### src/rtl/rotary_pkg.sv
// Shared constants for the rotary quadrature driver: position range, Gray
// next-phase tables, FSM state encodings and the letter saturation helper.
package rotary_pkg;

    localparam int COUNT_MAX  = 104;
    localparam int POS_COUNT  = 105;
    localparam int LETTER_MAX = 26;

    localparam logic [4:0] LETTER_MAX_L = 5'd26;

    // Indexed by current AB; each 2-bit slot holds the next AB.
    localparam logic [7:0] GRAY_UP_NEXT = 8'b01_11_00_10;
    localparam logic [7:0] GRAY_DN_NEXT = 8'b10_00_11_01;

    localparam logic [1:0] IDLE = 2'd0;
    localparam logic [1:0] CALC = 2'd1;
    localparam logic [1:0] STEP = 2'd2;
    localparam logic [1:0] DONE = 2'd3;

    function automatic logic [1:0] gray_next(input logic [1:0] ab, input logic up);
        gray_next = up ? GRAY_UP_NEXT[{ab, 1'b0} +: 2] : GRAY_DN_NEXT[{ab, 1'b0} +: 2];
    endfunction

    function automatic logic [4:0] sat_letter(input logic [4:0] letter);
        sat_letter = (letter > LETTER_MAX_L) ? LETTER_MAX_L : letter;
    endfunction

endpackage

### src/rtl/quad_phase_gen.sv
// Two-bit quadrature phase register; each strobe moves AB one Gray step in
// the requested direction.
module quad_phase_gen
    import rotary_pkg::*;
(
    input  logic clock,
    input  logic reset,
    input  logic i_step,
    input  logic i_up,
    output logic o_a,
    output logic o_b
);

    logic [1:0] r_ab;

    always_ff @(posedge clock) begin
        if (reset) begin
            r_ab <= 2'b00;
        end else if (i_step) begin
            r_ab <= gray_next(r_ab, i_up);
        end
    end

    assign o_a = r_ab[1];
    assign o_b = r_ab[0];

endmodule

### src/rtl/rotary_quad_driver.sv
// Quadrature transmitter that walks a rotary letter decoder to a target letter
// by the shorter path. Optional abort input: define ROTARY_QUAD_ABORT_EN.
//
// state | meaning
// IDLE  | ready for a target request
// CALC  | choose direction and step count from target vs position
// STEP  | one Gray step emitted, AB held for PHASE_CYCLES, then one settle cycle after the last
// DONE  | one-cycle done pulse, back to IDLE
module rotary_quad_driver
    import rotary_pkg::*;
#(
    parameter int PHASE_CYCLES = 16,
    parameter int COUNT_MAX    = 104
) (
    input  logic       clock,
    input  logic       reset,
    input  logic [4:0] reset_val,
`ifdef ROTARY_QUAD_ABORT_EN
    input  logic       abort,
`endif
    input  logic       target_valid,
    input  logic [4:0] target_letter,
    output logic       target_ready,
    output logic       rotary_a,
    output logic       rotary_b,
    output logic       busy,
    output logic       done,
    output logic [4:0] current_letter
);

    localparam int                HOLD_W    = $clog2(PHASE_CYCLES);
    localparam logic [HOLD_W-1:0] HOLD_LOAD = HOLD_W'(PHASE_CYCLES - 1);
    localparam logic [6:0]        POS_TOP   = 7'(COUNT_MAX);
    localparam logic [7:0]        POS_N     = 8'(COUNT_MAX + 1);

    logic [1:0]        r_state;
    logic [6:0]        r_pos;
    logic [6:0]        r_tgt;
    logic [6:0]        r_steps;
    logic              r_up;
    logic              r_settle;
    logic [HOLD_W-1:0] r_hold;
    logic [4:0]        r_letter;

    logic       w_abort;
    logic       w_accept;
    logic [7:0] w_fd;
    logic [7:0] w_bd;
    logic       w_calc_up;
    logic [6:0] w_calc_steps;
    logic       w_hold_end;
    logic       w_more;
    logic       w_step;
    logic       w_up;
    logic [6:0] w_pos_next;

`ifdef ROTARY_QUAD_ABORT_EN
    assign w_abort = abort;
`else
    assign w_abort = 1'b0;
`endif

    assign w_accept = target_valid && (r_state == IDLE);

    always_comb begin
        w_fd = 8'd0;
        if (r_tgt >= r_pos) begin
            w_fd = {1'b0, r_tgt} - {1'b0, r_pos};
        end else begin
            w_fd = {1'b0, r_tgt} + POS_N - {1'b0, r_pos};
        end
    end

    // POS_N is odd, so fd and bd can never tie.
    assign w_bd         = POS_N - w_fd;
    assign w_calc_up    = (w_fd <= w_bd);
    assign w_calc_steps = w_calc_up ? 7'(w_fd) : 7'(w_bd);

    assign w_hold_end = (r_hold == '0);
    assign w_more     = (r_steps != 7'd0) && !w_abort;
    assign w_step     = ((r_state == CALC) && (w_fd != 8'd0)) ||
                        ((r_state == STEP) && w_hold_end && !r_settle && w_more);
    assign w_up       = (r_state == CALC) ? w_calc_up : r_up;

    always_comb begin
        w_pos_next = r_pos;
        if (w_up) begin
            w_pos_next = (r_pos == POS_TOP) ? 7'd0 : r_pos + 7'd1;
        end else begin
            w_pos_next = (r_pos == 7'd0) ? POS_TOP : r_pos - 7'd1;
        end
    end

    always_ff @(posedge clock) begin
        if (reset) begin
            r_state  <= IDLE;
            r_pos    <= {reset_val, 2'b00};
            r_tgt    <= 7'd0;
            r_steps  <= 7'd0;
            r_up     <= 1'b0;
            r_settle <= 1'b0;
            r_hold   <= '0;
            r_letter <= reset_val;
        end else begin
            r_letter <= r_pos[6:2];

            if (w_step) begin
                r_pos  <= w_pos_next;
                r_hold <= HOLD_LOAD;
            end else if ((r_state == STEP) && !w_hold_end) begin
                r_hold <= r_hold - 1'b1;
            end

            case (r_state)
                IDLE: begin
                    if (w_accept) begin
                        r_tgt   <= {sat_letter(target_letter), 2'b00};
                        r_state <= CALC;
                    end
                end
                CALC: begin
                    r_settle <= 1'b0;
                    if (w_fd == 8'd0) begin
                        r_state <= DONE;
                    end else begin
                        r_up    <= w_calc_up;
                        r_steps <= w_calc_steps - 7'd1;
                        r_state <= STEP;
                    end
                end
                STEP: begin
                    if (w_step) begin
                        r_steps <= r_steps - 7'd1;
                    end else begin
                        if (w_abort) begin
                            r_steps <= 7'd0;
                        end
                        if (w_hold_end) begin
                            if (r_settle) begin
                                r_settle <= 1'b0;
                                r_state  <= DONE;
                            end else begin
                                r_settle <= 1'b1;
                            end
                        end
                    end
                end
                default: begin
                    r_state <= IDLE;
                end
            endcase
        end
    end

    quad_phase_gen u_phase (
        .clock (clock),
        .reset (reset),
        .i_step(w_step),
        .i_up  (w_up),
        .o_a   (rotary_a),
        .o_b   (rotary_b)
    );

    assign target_ready   = (r_state == IDLE);
    assign busy           = (r_state == CALC) || (r_state == STEP);
    assign done           = (r_state == DONE);
    assign current_letter = r_letter;

endmodule

### config.mk
export PLATFORM = sky130hd
export DESIGN_NAME = rotary_quad_driver
export DESIGN_NICKNAME = d
export VERILOG_FILES = /design/src/rtl/rotary_pkg.sv /design/src/rtl/quad_phase_gen.sv /design/src/rtl/rotary_quad_driver.sv
export SDC_FILE = /design/constraint.sdc
export NUM_CORES = 1
export LEC_CHECK = 0
export ABC_AREA = 1
export BUFFER_PORTS_ARGS = -buffer_cell sky130_fd_sc_hd__buf_4
export CAP_MARGIN = 20
export CORE_UTILIZATION = 40
export CTS_BUF_LIST = sky130_fd_sc_hd__clkbuf_2 sky130_fd_sc_hd__clkbuf_4 sky130_fd_sc_hd__clkbuf_8
export DETAILED_ROUTE_END_ITERATION = 10
export PLACE_DENSITY = 0.67
export SLEW_MARGIN = 20
export SYNTH_ARGS = -nofsm -noshare
export SYNTH_HDL_FRONTEND = slang
export SYNTH_SLANG_ARGS = --single-unit
### constraint.sdc
create_clock -name clock -period 4.2 [get_ports clock]
set_input_delay 0.84 -clock clock [delete_from_list [all_inputs] [get_ports clock]]
set_output_delay 0.84 -clock clock [all_outputs]
set_load 0.01 [all_outputs]
==> flow_summary.toml <==
[routing]
ant_nets = 0
first_pass_iters = 5
vias = 3155
via_per_inst = 5.05
drc = 0
drt_iter0_drc = 162
wl_mm = 8.11
routedWlPerCell_um = 13.0

[sta]
finalSetupViolations = 0
relSlewSlack_pct = 62.5
tightest_slew_ns = 0.561
hold_viol = 0
tns_ns = 0
period_minus_slack_ns = 4.01
post-route-period-util_pct = 95.4
finalWorstSetupSlack_ns = 0.194
max_freq_mhz = 250
drv_slew = 0
clock_skew_ns = 0.00995

[cts]
insertion_delay_ns = 0.29
cts_tree = "done"
root_buffer = "clkbuf_8"
cts_buffers = 5
cts.htree.levels = 2
cts_hold_buf = 0
cts_sinks = 34
cts_buffer_depth = 2
clkTransAtPathRegs_ns = 0.08

[yosys]
syn-num-nets = 519
synthFlopType = "dfxtp_1"
synth_compound_area_share_pct = 13.5
synth_top_area_share_pct = 18.2
synth-seq-cells = 34
synth_area_leaders = "dfxtp_1 (18%), nand2_1 (13%), ha_1 (11%), inv_1 (9.1%), nand3_1 (5.7%)"
synthXorXnorAreaFrac_pct = 2.75
synth_cell_types = 39
synth_enable_flop_cells = 5
synth_top_family_by_area = "simple AND/OR/NAND/NOR gates"
synth-simple-area-share_pct = 37.0
synth.mux.area_fraction_pct = 0
ys_seq_area_share_pct = 22.9
yosys.area_share.adder_pct = 12.9
syn_area_um2 = 3190
yosys_warnings = 0
avgSynthCellArea_um2 = 6.71
synth_top_cell_by_area = "dfxtp_1"
synthCells = 475
synthArstFlopShare_pct = 0

[place]
gp_congestion = 0.909
portBuffers = 22
dpl.hpwl_mm = 6.31
pre_cts_ws_ns = -0.0887

[die]
num_rows = 32
fp.coreArea_um2 = 7730
chipWidth_um = 91.2
start_util_pct = 41.2
die_y_um = 91.2
io_pins = 23
dieArea_um2 = 8320

[global_route]
grt_pass1_vias = 2965
grt_max_degree = 22
grt_util_all_layers_pct = 19.5
antenna_found_initial = 0
grt_overflow_total = 0
grt_pass1_wl_mm = 13.2

[layout]
drive_gt1_share_pct = 22.8
layout_common_cells = "nand2_1 (110), inv_1 (74), buf_4 (45)"
syn_to_final_growth_pct = 21.1
layout.nets = 566
diodes = 0
final_common_cell = "nand2_1"

[setup_path]
crit_slowest_cell = "fa_2"
cp_max_fo = 8
cp_slowest_stage_delay_ns = 0.40
critPathBufInv = 5
crit_path_start_kind = "register"
cp.arrival_ns = 4.20
r2r_cells = 30
reg2reg_from = "r_pos[2]"
cp-end-kind = "register"
path_class = "reg2reg"
path_common_cell = "nand2_1"
reg2reg_to = "r_steps[6]"
cp.required_ns = 4.39
r2r_setup_slack_ns = 0.19
critical_path.top_delay_family = "simple AND/OR/NAND/NOR gates"

[min_path]
hold-path-endpoint = "r_settle"
hold_path_class = "reg2reg"
hold_depth = 2
hp-start = "r_settle"

[run]
cap_violations = 0

[outcome]
status = "finished, final reports clean"
worst reg2reg max path, delay by kind of cell (launching register included):
family	cells	cell delay (ns)
compound gates	3	0.49
fa+ha+maj	4	1.00
buf+inv	5	0.37
flops	1	0.36
simple gates	18	1.71
stage by stage:
step,cell area (um2),hold WS [ns],std cells,util (%)
finish,3860,0.467,625,49.9
global route,3860,0.508,625,49.9
CTS,3640,0.470,611,47.2
detailed placement,3520,0.458,602,45.6
global placement,3520,0.456,602,45.6
floorplan,3190,0.440,475,-
synth_stat cells, types with 2 or more instances:
cell type  count
a21oi_1       25
a31oi_1        3
buf_2          2
clkbuf_1       4
dfxtp_1       29
edfxtp_1       5
fa_1           3
ha_1          28
inv_1         77
inv_2          8
nand2_1      114
nand2_2       13
nand2_4        8
nand3_1       36
nand3_2        6
nand3_4        2
nand3b_1       4
nand4_1        7
nor2_1        32
nor2_2         2
nor2_4         3
nor4_1         4
o211ai_1       2
o21ai_0       26
o21ai_1        8
o31ai_1        3
xor2_1         9
per-layer routing:
layer	wire, um	GRT usage (%)
met5	0	0
met4	108	5.29
met3	327	2.68
met2	4000	34.7
met1	3670	24.4
how the worst max path moves through the flow:
| stage | startpoint | to | slack (ns) | cells after the start |
|---|---|---|---|---|
| finish | r_pos[2] | r_steps[6] | 0.19 | 30 |
| global route | r_pos[2] | r_steps[6] | -0.05 | 30 |
| CTS | r_pos[2] | r_steps[6] | 0.003 | 30 |
| detailed placement | r_pos[4] | r_steps[6] | -0.09 | 27 |
| global placement | r_pos[4] | r_steps[6] | 0.09 | 27 |
| floorplan | r_pos[2] | r_steps[6] | 0.08 | 31 |
logic make-up (layout without fill, tap and decap cells):
group                    count (synthesis)  after routing
AO/OA/AOI/OAI                           74             74
adder cells (fa/ha/maj)                 31             31
AND/OR/NAND/NOR                        234            234
XOR/XNOR                                10             10
flip-flops                              34             34
buffers and inverters                   92            140
sequential cells by signal (all words and copies together) (netlist names):
name,count
r_pos,7
r_steps,7
current_letter,5
r_tgt,5
r_hold,4
r_state,2
u_phase.r_ab,2
r_settle,1
r_up,1
layout make-up:
class	count	area (um2)
Clock buffer	7	83.8
Clock inverter	1	30.0
Fill cell	766	3870
Inverter	86	325
Multi-Input combinational cell	349	2200
Sequential cell	34	731
Tap cell	102	128
Timing Repair Buffer	46	358
timing repair:
item                       in CTS  in global routing
pin swaps                       1                 12
setup buffers                   1                 14
gates resized for setup         1                 23
gates cloned                    0                  0
setup endpoints to repair       4                 12
Power is not shown: default switching activity piles up to over one toggle a cycle in this logic, so the estimate is an artifact.
